`src/rtl/shift_req_sequencer.sv`:
```
// shift_req_sequencer
// Shares one external registered barrel shifter (1-cycle latency, at most
// MAX_SHIFT per pass) among NUM_REQ requesters using round-robin arbitration.
// Each accepted shift is split into passes of at most MAX_SHIFT that are
// chained through the shifter. The final result returns on one valid/ready
// channel, tagged with the id of the requester that issued it.
//
// Ports:
//   clk, rst_n        clock, asynchronous active-low reset
//   req_valid/ready   per-requester handshake (ready is one-hot or zero)
//   req_data          packed operands, requester i at [i*WIDTH +: WIDTH]
//   req_amt           packed total shift amounts, requester i at [i*AMT_W +: AMT_W]
//   req_left          per-requester direction, 1=left, 0=right (zero fill)
//   rsp_valid/ready   result handshake
//   rsp_data, rsp_id  shifted result and originating requester index
//   busy              high whenever the sequencer is not idle
//   sh_data_in, sh_shift_amt, sh_shift_left   drive the external shifter
//   sh_data_out       shifter output, valid one cycle after its inputs
//
// state | meaning
// ------+-----------------------------------------------------------
// IDLE  | arbitrate and accept one request
// ISSUE | present work and the next chunk to the shifter
// WAIT  | capture shifter output; loop to ISSUE or finish
// RESP  | hold result on the response channel until accepted
module shift_req_sequencer #(
    parameter int WIDTH     = 8,
    parameter int MAX_SHIFT = 4,
    parameter int NUM_REQ   = 2,
    localparam int AMT_W    = $clog2(WIDTH + 1),
    localparam int ID_W     = (NUM_REQ > 1) ? $clog2(NUM_REQ) : 1,
    localparam int SH_W     = $clog2(MAX_SHIFT + 1)
) (
    input  logic                     clk,
    input  logic                     rst_n,
    input  logic [NUM_REQ-1:0]       req_valid,
    output logic [NUM_REQ-1:0]       req_ready,
    input  logic [NUM_REQ*WIDTH-1:0] req_data,
    input  logic [NUM_REQ*AMT_W-1:0] req_amt,
    input  logic [NUM_REQ-1:0]       req_left,
    output logic                     rsp_valid,
    input  logic                     rsp_ready,
    output logic [WIDTH-1:0]         rsp_data,
    output logic [ID_W-1:0]          rsp_id,
    output logic                     busy,
    output logic [WIDTH-1:0]         sh_data_in,
    output logic [SH_W-1:0]          sh_shift_amt,
    output logic                     sh_shift_left,
    input  logic [WIDTH-1:0]         sh_data_out
);

    localparam logic [AMT_W-1:0] WIDTH_A = AMT_W'(WIDTH);
    localparam logic [AMT_W-1:0] MAX_A   = AMT_W'(MAX_SHIFT);

    typedef enum logic [1:0] {IDLE, ISSUE, WAIT, RESP} state_t;

    state_t            state, state_nxt;
    logic [ID_W-1:0]   rr_ptr;
    logic [WIDTH-1:0]  work;
    logic [AMT_W-1:0]  remaining;
    logic              dir;
    logic [ID_W-1:0]   id;

    logic              grant_found;
    logic [ID_W-1:0]   grant;
    logic [ID_W-1:0]   rr_next;
    logic [WIDTH-1:0]  sel_data;
    logic [AMT_W-1:0]  sel_amt;
    logic              sel_left;
    logic [AMT_W-1:0]  chunk;
    logic              direct;

    // Round-robin search: indices at or above rr_ptr win first, then wrap
    // around to the low indices.
    always_comb begin
        grant_found = 1'b0;
        grant       = '0;
        for (int i = 0; i < NUM_REQ; i++) begin
            if (!grant_found && req_valid[i] && (ID_W'(i) >= rr_ptr)) begin
                grant_found = 1'b1;
                grant       = ID_W'(i);
            end
        end
        for (int i = 0; i < NUM_REQ; i++) begin
            if (!grant_found && req_valid[i]) begin
                grant_found = 1'b1;
                grant       = ID_W'(i);
            end
        end
    end

    assign rr_next  = (grant == ID_W'(NUM_REQ - 1)) ? '0 : grant + ID_W'(1);
    assign sel_data = req_data[int'(grant)*WIDTH +: WIDTH];
    assign sel_amt  = req_amt[int'(grant)*AMT_W +: AMT_W];
    assign sel_left = req_left[grant];
    // Zero and full-width shifts need no shifter passes at all.
    assign direct   = (sel_amt == '0) || (sel_amt >= WIDTH_A);
    assign chunk    = (remaining > MAX_A) ? MAX_A : remaining;

    always_comb begin
        state_nxt     = state;
        req_ready     = '0;
        sh_data_in    = '0;
        sh_shift_amt  = '0;
        sh_shift_left = 1'b0;
        busy          = (state != IDLE);
        rsp_valid     = (state == RESP);
        rsp_data      = '0;
        rsp_id        = '0;
        case (state)
            IDLE: begin
                if (grant_found) begin
                    req_ready[grant] = 1'b1;
                    state_nxt        = direct ? RESP : ISSUE;
                end
            end
            ISSUE: begin
                sh_data_in    = work;
                sh_shift_amt  = SH_W'(chunk);
                sh_shift_left = dir;
                state_nxt     = WAIT;
            end
            WAIT: begin
                state_nxt = (remaining == '0) ? RESP : ISSUE;
            end
            RESP: begin
                rsp_data = work;
                rsp_id   = id;
                if (rsp_ready) state_nxt = IDLE;
            end
            default: state_nxt = IDLE;
        endcase
    end

    always_ff @(posedge clk or negedge rst_n) begin
        if (!rst_n) begin
            state     <= IDLE;
            rr_ptr    <= '0;
            work      <= '0;
            remaining <= '0;
            dir       <= 1'b0;
            id        <= '0;
        end else begin
            state <= state_nxt;
            case (state)
                IDLE: begin
                    if (grant_found) begin
                        id     <= grant;
                        dir    <= sel_left;
                        rr_ptr <= rr_next;
                        if (sel_amt >= WIDTH_A) begin
                            work      <= '0;
                            remaining <= '0;
                        end else begin
                            work      <= sel_data;
                            remaining <= sel_amt;
                        end
                    end
                end
                ISSUE:   remaining <= remaining - chunk;
                WAIT:    work <= sh_data_out;
                default: ;
            endcase
        end
    end

endmodule

```
`config.mk`:
```
export PLATFORM = sky130hd
export DESIGN_NAME = shift_req_sequencer
export DESIGN_NICKNAME = d
export VERILOG_FILES = /design/src/rtl/shift_req_sequencer.sv
export SDC_FILE = /design/constraint.sdc
export NUM_CORES = 1
export LEC_CHECK = 0
export BUFFER_PORTS_ARGS = -buffer_cell sky130_fd_sc_hd__buf_2
export CAP_MARGIN = 5
export CORE_UTILIZATION = 48
export CTS_CLUSTER_DIAMETER = 40
export CTS_CLUSTER_SIZE = 14
export DETAILED_ROUTE_END_ITERATION = 7
export PLACE_DENSITY = 0.94
export RECOVER_POWER = 25
export SYNTH_ARGS = -nofsm -noshare
export SYNTH_HDL_FRONTEND = slang
export SYNTH_SLANG_ARGS = --single-unit
```
`constraint.sdc`:
```
create_clock -name clk -period 2.2 [get_ports clk]
set_input_delay 0.22 -clock clk [delete_from_list [all_inputs] [get_ports clk]]
set_output_delay 0.22 -clock clk [all_outputs]
set_load 0.02 [all_outputs]
```
==> out/results.ini, run 1 <==
[layout]
finalCoreUtilization_pct = 64.17
nNetsFinal = 254
layout-drive-gt1-share_pct = 33.96
antennaDiodeCount = 0
syn_to_final_growth_pct = 26.53

[global_routing]
first_global_vias = 1179
grt_max_degree = 20
antenna_found_initial = 0
overflow = 0
grtUsageTotal_pct = 24.10
use_met2_pct = 39.66
grt_pass1_wl_mm = 4.988
grt_use_met1_pct = 32.25
grt.busiest_layer = met2
met3_usage_pct = 0.8621

[worst_setup_path]
ff2ff_path_depth = 4
worstPathBufferInverterCount = 1
worstPathArrival_ns = 1.79
worstSetupStartpoint = state[1]
r2r_start = rr_ptr
reg2reg_slack_ns = 0.62
crit_type = reg -> out
endpoint_kind = output port
path_max_fanout = 18
r2r_end = state[1]
slowest_delay_ns = 0.55
cp_top_family = simple AND/OR/NAND/NOR gates
critPathSlowestCell = dfrtp_1
required_ns = 1.98
startpoint_type = flop
cp-endpoint = sh_shift_amt[0]
worstSetupPathDepth = 3
path_cells = nor2b_1 -> and3_1 -> buf_2

[power_and_ir_drop]
power.density_nw_per_um2 = 1140
p_leak_nw = 0.8374
vdd.ir_drop.worst_mv = 0.6550

[timing]
fmax_mhz = 498.7
setup_ws_ns = 0.1950
fin_skew_ns = 0.0009874
drv_slew = 0
hold_viol_final = 0
min_period_ns = 2.005
setup_viol = 0
tightest_slew_ns = 0.8844
slew_headroom_pct = 41.04
rsz0062_at_grt = false
fin_crit_sh_pct = 91.14
tns_ns = 0

[yosys]
syn_area_per_cell_um2 = 8.137
synth_warnings = 0
ys_types = 38
synth_seq_cells = 17
syn_area_um2 = 1245
post_synth_inst_count = 153
yosysSeqAreaShare_pct = 34.17
syn_nets = 194

[detailed_routing]
drt_iter0_drc = 45
first_pass_iters = 4
viasPerCell = 5.517
totalWireLength_mm = 3.162
vias = 1335
wire_per_inst_um = 13.07
drc = 0
drt.antenna.violating_nets = 0

[clock_tree]
cts_buffer_depth = 2
clk_pin_slew_worst_paths_ns = 0.10
cts_tree = done
h-tree-depth = 1
ctsRootBufferMaster = clkbuf_4
numCtsBuffers = 3
clock_latency_ns = 0.29
clock-sinks = 17

[hold_path]
hold_start = sh_data_out[3]
hp-class = in -> reg

[floorplan]
die_area_um2 = 2801
die_w_um = 52.93
initial_utilization_pct = 50.71
io_pins = 64
rows = 18
dieHeight_um = 52.93
core_um2 = 2455

[place]
hpwlAfterDp_mm = 2.514
gp_congestion = 0.8316
port_buffers = 63
place_ws_ns = 0.5284

[status]
outcome = completed

[flow_run]
cap_violations = 0

## area by class of cell
cell class,instances,area (µm²)
Clock buffer,3,22.52
Multi-Input combinational cell,123,742.0
Tap cell,30,37.54
Inverter,3,11.26
Timing Repair Buffer,65,331.6
Clock inverter,1,5.005
Fill cell,213,879.6
Sequential cell,17,425.4
## power breakdown
part | leakage, nW | total [mW] | internal, mW | switching [mW]
Combinational | 0.609 | 1.02 | 0.411 | 0.609
Clock | 0.0177 | 0.170 | 0.0677 | 0.102
Sequential | 0.210 | 0.606 | 0.452 | 0.154
## registers in the layout, indices dropped and copies added, names as in the netlist
name / cells
work: 8
id: 1
dir: 1
remaining: 4
rr_ptr: 1
state: 2
## logic make-up (layout without fill, tap and decap cells)
| kind of cell | count (synthesis) | after routing | share of synthesized area, % |
|---|---|---|---|
| DFF | 17 | 17 | 34.17 |
| buffers and inverters | 13 | 72 | 6.231 |
| AOI/OAI and AO/OA | 57 | 57 | 27.84 |
| xor gates and xnor gates | 1 | 1 | 0.7036 |
| other | 2 | 2 | 0.6032 |
| and+or+nand+nor | 61 | 61 | 28.44 |
| adders and majority gates | 2 | 2 | 2.010 |
## timing repair
| action | 4_1_cts | 5_1_grt |
|---|---|---|
| hold buffers | 1 | 0 |
| setup endpoints to repair | 0 | 0 |
| hold endpoints to repair | 17 | 0 |
| setup buffers | 0 | 0 |
| resized for setup | 0 | 0 |
## placed cells by master, fill, tap and decap left out, types with 2 or more instances in the layout
cell / instances
buf_2: 62
a21oi_1: 20
dfrtp_1: 17
and3_1: 13
nand2b_1: 11
and2_1: 10
nor2_1: 10
o21ai_1: 9
a22oi_1: 9
o21ai_0: 4
nor2b_1: 3
inv_1: 3
nand2_1: 3
a31oi_1: 3
clkbuf_4: 3
nand3_1: 2
a21o_1: 2
o21a_1: 2
nand3b_1: 2
nor3_1: 2
ha_1: 2
conb_1: 2
## layer usage
layer	wire, µm	up-vias
met5	0	-
met4	72	0
met3	183	7
met2	1548	56
met1	1357	609
li1	-	663
## per-stage QoR
step	hold WS, ns	area (µm²)	power (mW)	cells
2_1_floorplan	-0.07559	1245	1.348	153
3_3_place_gp	0.1518	1539	1.591	237
3_5_place_dp	0.1533	1539	1.622	237
4_1_cts	0.1582	1577	1.788	242
5_1_grt	0.1606	1575	1.935	242
6_report	0.1543	1575	1.796	242
## synthesized netlist by cell type
library cell | count | area share [%]
a21boi_0 | 1 | 0.60
a21o_1 | 2 | 1.2
a21oi_1 | 20 | 8.0
a22o_1 | 1 | 0.70
a22oi_1 | 9 | 5.4
a31oi_1 | 3 | 1.5
and2_1 | 10 | 5.0
and2_4 | 1 | 0.70
and3_1 | 13 | 6.5
buf_2 | 2 | 0.80
buf_4 | 1 | 0.60
buf_6 | 3 | 2.7
clkbuf_1 | 4 | 1.2
conb_1 | 2 | 0.60
dfrtp_1 | 17 | 34
ha_1 | 2 | 2.0
inv_1 | 3 | 0.90
nand2_1 | 3 | 0.90
nand2b_1 | 11 | 5.5
nand2b_2 | 1 | 0.70
nand3_1 | 2 | 0.80
nand3b_1 | 2 | 1.2
nand4_1 | 1 | 0.50
nor2_1 | 10 | 3.0
nor2_2 | 1 | 0.50
nor2b_1 | 3 | 1.5
nor3_1 | 2 | 0.80
o21a_1 | 2 | 1.2
o21ai_0 | 4 | 1.6
o21ai_1 | 9 | 3.6
o21ai_2 | 1 | 0.70
o21bai_1 | 1 | 0.60
o221ai_1 | 1 | 0.70
o22ai_1 | 1 | 0.50
o311ai_0 | 1 | 0.70
o311ai_1 | 1 | 0.70
or2_4 | 1 | 0.70
xor2_1 | 1 | 0.70
## worst min path at each step
stage                     endpoint  slack, ns  cells after the start
after global placement     work[5]       0.15                      1
after floorplan                dir      -0.08                      0
final                      work[3]       0.15                      3
after detailed placement   work[6]       0.15                      1
after global routing      state[0]       0.16                      2
after CTS                 state[0]       0.16                      2
## worst min-delay path: cells and delay by family
family,cells,cell delay (ns)
compound gates,2,0.12
buf+inv,1,0.07
Note: power is estimated with default switching activity, not from simulation.
==> inputs of run 2 (changes only) <==
--- a/config.mk
+++ b/config.mk
@@ -7,11 +7,11 @@
 export LEC_CHECK = 0
 export BUFFER_PORTS_ARGS = -buffer_cell sky130_fd_sc_hd__buf_2
 export CAP_MARGIN = 5
-export CORE_UTILIZATION = 48
+export CORE_UTILIZATION = 45
 export CTS_CLUSTER_DIAMETER = 40
 export CTS_CLUSTER_SIZE = 14
 export DETAILED_ROUTE_END_ITERATION = 7
-export PLACE_DENSITY = 0.94
+export PLACE_DENSITY = 0.89
 export RECOVER_POWER = 25
 export SYNTH_ARGS = -nofsm -noshare
 export SYNTH_HDL_FRONTEND = slang
==> constraint.sdc (replaced) <==
create_clock -name clk -period 2.24 [get_ports clk]
set_input_delay 0.224 -clock clk [delete_from_list [all_inputs] [get_ports clk]]
set_output_delay 0.224 -clock clk [all_outputs]
set_load 0.02 [all_outputs]
==> run 2 against run 1 <==
Effect of this change:
- core utilization down 2.3 points
- non-clock buffer count unchanged
- combinational power about the same
- power down 1.4%
==> out/results.ini, run 2 (synthesis results as in run 1) <==
[timing]
drv_slew = 0  ; unchanged
fin_crit_sh_pct = 88.04
fin_skew_ns = 0.002654  ; was 0.0009874 ns
slew_headroom_pct = 40.67  ; was 41.04%
tightest_slew_ns = 0.8900  ; was 0.8844 ns
hold_viol_final = 0  ; unchanged
rsz0062_at_grt = false  ; unchanged
tns_ns = 0  ; unchanged
min_period_ns = 1.972
setup_viol = 0  ; unchanged
fmax_mhz = 507.1

[layout]
final_cells = 242  ; unchanged
regMostFlops = work  ; unchanged
syn_to_final_growth_pct = 26.53  ; unchanged
final_common_cell = buf_2  ; unchanged
nNetsFinal = 254  ; unchanged
final_area_um2 = 1575  ; unchanged
largest_reg_flops = 8  ; unchanged
antennaDiodeCount = 0  ; unchanged
largestRegisters = work x8, remaining x4, state x2  ; unchanged
layout-drive-gt1-share_pct = 33.96  ; unchanged
final_cell_mix = buf_2 (62), a21oi_1 (20), dfrtp_1 (17)  ; unchanged

[detailed_routing]
vias = 1368  ; was 1335
totalWireLength_mm = 3.185  ; was 3.162 mm
drt.antenna.violating_nets = 0  ; unchanged
viasPerCell = 5.653  ; was 5.517
drt_iter0_drc = 17  ; was 45
wire_per_inst_um = 13.16  ; was 13.07 µm
first_pass_iters = 4  ; unchanged
drc = 0  ; unchanged

[place]
gp_congestion = 0.8801  ; was 0.8316
hpwlAfterDp_mm = 2.535  ; was 2.514 mm
port_buffers = 63  ; unchanged
detailed_place.area_um2 = 1539  ; unchanged
dp.cells = 237  ; unchanged

[power_and_ir_drop]
power.density_nw_per_um2 = 1124  ; was 1140 nW/µm²
p_switching_uw = 857.0  ; was 865.2 µW
clkPwrFrac_pct = 9.4  ; was 9.5%
seq_power_share_pct = 33.4  ; was 33.8%
vdd.ir_drop.worst_mv = 0.7118  ; was 0.6550 mV
switching_share_pct = 48.40  ; was 48.18%
power.total_mw = 1.771  ; was 1.796 mW
comb_power_share_pct = 57.2  ; was 56.8%
p_leak_nw = 0.8374  ; unchanged
p_int_uw = 913.7  ; was 930.7 µW

[floorplan]
core_um2 = 2545  ; was 2455 µm²
die_area_um2 = 2981  ; was 2801 µm²
die_w_um = 54.60  ; was 52.93 µm
rows = 18  ; unchanged
io_pins = 64  ; unchanged
initial_utilization_pct = 48.92  ; was 50.71%
dieHeight_um = 54.60  ; was 52.93 µm

[status]
outcome = completed  ; unchanged

[clock_tree]
post_cts_resized = 0  ; unchanged
cts_buffer_depth = 2  ; unchanged
numCtsBuffers = 3  ; unchanged
clk_pin_slew_worst_paths_ns = 0.10  ; about the same
clock-sinks = 17  ; unchanged
ctsRootBufferMaster = clkbuf_4  ; unchanged
cts_tree = done  ; unchanged
clock_latency_ns = 0.29  ; about the same
h-tree-depth = 1  ; unchanged

[worst_setup_path]
startpoint_type = flop  ; unchanged
critPathSlowestCell = dfrtp_1  ; unchanged
cp_top_family = simple AND/OR/NAND/NOR gates  ; unchanged
slowest_delay_ns = 0.56  ; was 0.55 ns
worstPathArrival_ns = 1.75  ; was 1.79 ns
path_cells = nor2b_1 -> and3_1 -> buf_2  ; unchanged
required_ns = 2.02  ; was 1.98 ns
crit_type = reg -> out  ; unchanged
path_max_fanout = 18  ; unchanged
endpoint_kind = output port  ; unchanged
worstPathBufferInverterCount = 1  ; unchanged

[global_routing]
overflow = 0  ; unchanged
grtUsageTotal_pct = 23.34  ; was 24.10%
first_global_vias = 1143  ; was 1179
antenna_found_initial = 0  ; unchanged
grt_max_degree = 20  ; unchanged
grt_pass1_wl_mm = 4.988  ; unchanged

[flow_run]
cap_violations = 0  ; unchanged

[hold_path]
hp-class = in -> reg  ; unchanged

[run 2: through the flow]
step                hold WS (ns)  util (%)  setup WS [ns]
floorplan               -0.07159         -         0.8503
global placement          0.1593     60.47         0.6361
detailed placement        0.1658     60.47         0.5837
CTS                       0.1437     61.95         0.2597
global route              0.1565     61.90         0.1237
finish                    0.1487     61.90         0.2680
[run 2: worst paths after layout]
check	from	to	slack, ns	cells past startpoint
worst max-delay path	state[1]	sh_shift_amt[1]	0.27	3
worst min register to register	id	id	0.48	1
max in group asynchronous	rst_n	rr_ptr	1.14	2
min in group asynchronous	rst_n	remaining[2]	0.56	2
worst max register to register	rr_ptr	state[1]	0.67	4
worst min-delay path	rsp_ready	state[0]	0.15	2
[run 2: per-layer routing]
metal	track usage, %	vias to the layer above	routed length, µm
li1	-	664	-
met1	31.96	631	1318
met2	35.54	69	1530
met3	5.000	4	297
met4	8.974	0	39
met5	0	-	0
[run 2: cell type report]
class                           instances  area (µm²)
Clock buffer                            3       22.52
Clock inverter                          1       5.005
Fill cell                             243       969.7
Inverter                                3       11.26
Multi-Input combinational cell        123       742.0
Sequential cell                        17       425.4
Tap cell                               30       37.54
Timing Repair Buffer                   65       331.6
[run 2: power by group through the flow]
stage          clock (mW)  sequential [mW]  combinational (mW)
6_report            0.166            0.592                1.01
5_1_grt             0.182            0.615                1.12
4_1_cts             0.167            0.588                1.01
3_5_place_dp            0            0.596                1.01
3_3_place_gp            0            0.587               0.986
2_1_floorplan           0            0.518               0.806
[run 2: repair_timing]
action / CTS / global route
buffers inserted: 0 / 0
hold endpoints to repair: 17 / 0
hold buffers: 1 / 0
==> inputs of run 3 (changes only) <==
--- a/config.mk
+++ b/config.mk
@@ -7,11 +7,13 @@
 export LEC_CHECK = 0
 export BUFFER_PORTS_ARGS = -buffer_cell sky130_fd_sc_hd__buf_2
 export CAP_MARGIN = 5
-export CORE_UTILIZATION = 45
+export CORE_MARGIN = 5
+export CORE_UTILIZATION = 47
+export CTS_BUF_LIST = sky130_fd_sc_hd__clkbuf_4 sky130_fd_sc_hd__clkbuf_8
 export CTS_CLUSTER_DIAMETER = 40
 export CTS_CLUSTER_SIZE = 14
 export DETAILED_ROUTE_END_ITERATION = 7
-export PLACE_DENSITY = 0.89
+export PLACE_DENSITY = 0.92
 export RECOVER_POWER = 25
 export SYNTH_ARGS = -nofsm -noshare
 export SYNTH_HDL_FRONTEND = slang
==> run 3 against run 2 <==
Effect of this change:
- final area rose by 0.48%
- power up 0.82%
- worst setup slack better by 0.069 ns
- clock skew up 0.0037 ns
- largest cell class unchanged
- highest routed layer unchanged
==> out/results.ini, run 3 (synthesis results as in run 1) <==
[place]
port_buffers = 63  ; unchanged
dp.cells = 238  ; was 237
hpwlAfterDp_mm = 2.792  ; was 2.535 mm
gp_congestion = 0.9251  ; was 0.8801

[worst_setup_path]
path_max_fanout = 12  ; was 18
r2r_start = state[1]  ; was rr_ptr
reg2reg_slack_ns = 0.63  ; was 0.67 ns
startpoint_type = flop  ; unchanged
r2r_end = work[1]  ; was state[1]
worstPathArrival_ns = 1.68  ; was 1.75 ns
endpoint_kind = output port  ; unchanged
required_ns = 2.02  ; about the same
ff2ff_path_depth = 4  ; unchanged
crit_type = reg -> out  ; unchanged

[clock_tree]
cts_tree = done  ; unchanged
clock-sinks = 17  ; unchanged
cts_buffer_depth = 2  ; unchanged
post_cts_resized = 0  ; unchanged
ctsRootBufferMaster = clkbuf_4  ; unchanged
h-tree-depth = 1  ; unchanged
cts_setup_buffers = 0  ; unchanged
clock_latency_ns = 0.30  ; was 0.29 ns
numCtsBuffers = 3  ; unchanged
clk_pin_slew_worst_paths_ns = 0.10  ; about the same

[hold_path]
worstHoldEndpoint = state[0]  ; unchanged
hp-class = in -> reg  ; unchanged
min_path_cells = 2  ; unchanged
hold_start = rsp_ready  ; unchanged

[detailed_routing]
drt.antenna.violating_nets = 0  ; unchanged
wl_met2_mm = 1.661  ; was 1.530 mm
viasPerCell = 5.453  ; was 5.653
met1_length_mm = 1.528  ; was 1.318 mm
routed.top_layer = met4  ; unchanged
drc = 0  ; unchanged
totalWireLength_mm = 3.459  ; was 3.185 mm
wl_met3_um = 219  ; was 297 µm
wire_per_inst_um = 14.23  ; was 13.16 µm
first_pass_iters = 4  ; unchanged
vias = 1325  ; was 1368
drt_iter0_drc = 47  ; was 17

[global_routing]
first_global_vias = 1179  ; was 1143
grt_max_degree = 20  ; unchanged
overflow = 0  ; unchanged
antenna_found_initial = 0  ; unchanged
grt_pass1_wl_mm = 5.257  ; was 4.988 mm
grtUsageTotal_pct = 18.88  ; was 23.34%

[layout]
nNetsFinal = 255  ; was 254
final_common_cell = buf_2  ; unchanged
final_cells = 243  ; was 242
largest_reg_flops = 8  ; unchanged
regMostFlops = work  ; unchanged
layout-drive-gt1-share_pct = 34.27  ; was 33.96%
syn_to_final_growth_pct = 27.14  ; was 26.53%
antennaDiodeCount = 0  ; unchanged
final_cell_mix = buf_2 (62), a21oi_1 (20), dfrtp_1 (17)  ; unchanged
largestRegisters = work x8, remaining x4, state x2  ; unchanged

[timing]
fmax_mhz = 525.4  ; was 507.1 MHz
min_period_ns = 1.903  ; was 1.972 ns
fin_crit_sh_pct = 84.97  ; was 88.04%
rsz0062_at_grt = false  ; unchanged
drv_slew = 0  ; unchanged
setup_viol = 0  ; unchanged
slew_headroom_pct = 38.68  ; was 40.67%
tns_ns = 0  ; unchanged
hold_viol_final = 0  ; unchanged
fin_skew_ns = 0.006352  ; was 0.002654 ns
tightest_slew_ns = 0.9198  ; was 0.8900 ns

[floorplan]
io_pins = 64  ; unchanged
die_w_um = 61.47  ; was 54.60 µm
core_um2 = 2500  ; was 2545 µm²
rows = 18  ; unchanged
initial_utilization_pct = 49.80  ; was 48.92%
die_area_um2 = 3778  ; was 2981 µm²
dieHeight_um = 61.47  ; was 54.60 µm

[power_and_ir_drop]
p_leak_nw = 0.8425  ; was 0.8374 nW
vdd.ir_drop.worst_mv = 0.5769  ; was 0.7118 mV
power.density_nw_per_um2 = 1128  ; was 1124 nW/µm²

[status]
outcome = completed  ; unchanged

[flow_run]
cap_violations = 0  ; unchanged

-- run 3: how the worst max path moves through the flow --
stage	start	end	slack [ns]
detailed placement	state[0]	req_ready[0]	0.68
floorplan	rr_ptr	req_ready[0]	0.85
CTS	state[0]	req_ready[0]	0.35
finish	state[0]	req_ready[0]	0.34
global placement	state[0]	req_ready[0]	0.72
global route	state[1]	sh_data_in[2]	0.21
-- run 3: area by class of cell --
type / instances / area [µm²]
Inverter: 3 / 11.26
Clock inverter: 1 / 5.005
Sequential cell: 17 / 425.4
Clock buffer: 3 / 22.52
Timing Repair Buffer: 66 / 339.1
Multi-Input combinational cell: 123 / 742.0
Fill cell: 232 / 917.1
Tap cell: 30 / 37.54
-- run 3: per-layer routing --
layer | track usage (%) | vias up
li1 | - | 666
met1 | 25.77 | 605
met2 | 30.06 | 48
met3 | 2.725 | 6
met4 | 7.576 | 0
met5 | 0 | -
-- run 3: stage by stage --
step	hold WS [ns]	instance area, µm²	setup WS [ns]	power [mW]	utilization, %
4_1_cts	0.1407	1584	0.3480	1.785	63.36
2_1_floorplan	-0.07159	1245	0.8503	1.324	-
3_3_place_gp	0.1529	1546	0.7249	1.586	61.86
3_5_place_dp	0.1661	1546	0.6815	1.613	61.86
5_1_grt	0.1495	1583	0.2057	1.925	63.31
6_report	0.1417	1583	0.3367	1.785	63.31
-- run 3: critical path, cell delays in order (launching register included) --
cell     delay (ns)
dfrtp_1        0.48
buf_4          0.21
nor2_2         0.22
nand2_1        0.16
nor2_1         0.13
buf_2          0.18
-- run 3: report_power, final --
group	internal [mW]	switching (mW)
clock network	0.0665	0.103
logic	0.414	0.612
registers	0.444	0.146
total	0.924	0.861
-- run 3: timing repair --
action	in CTS	in global routing
hold buffers	1	0
endpoints found under the hold margin	17	0
endpoints found under the setup margin	0	0
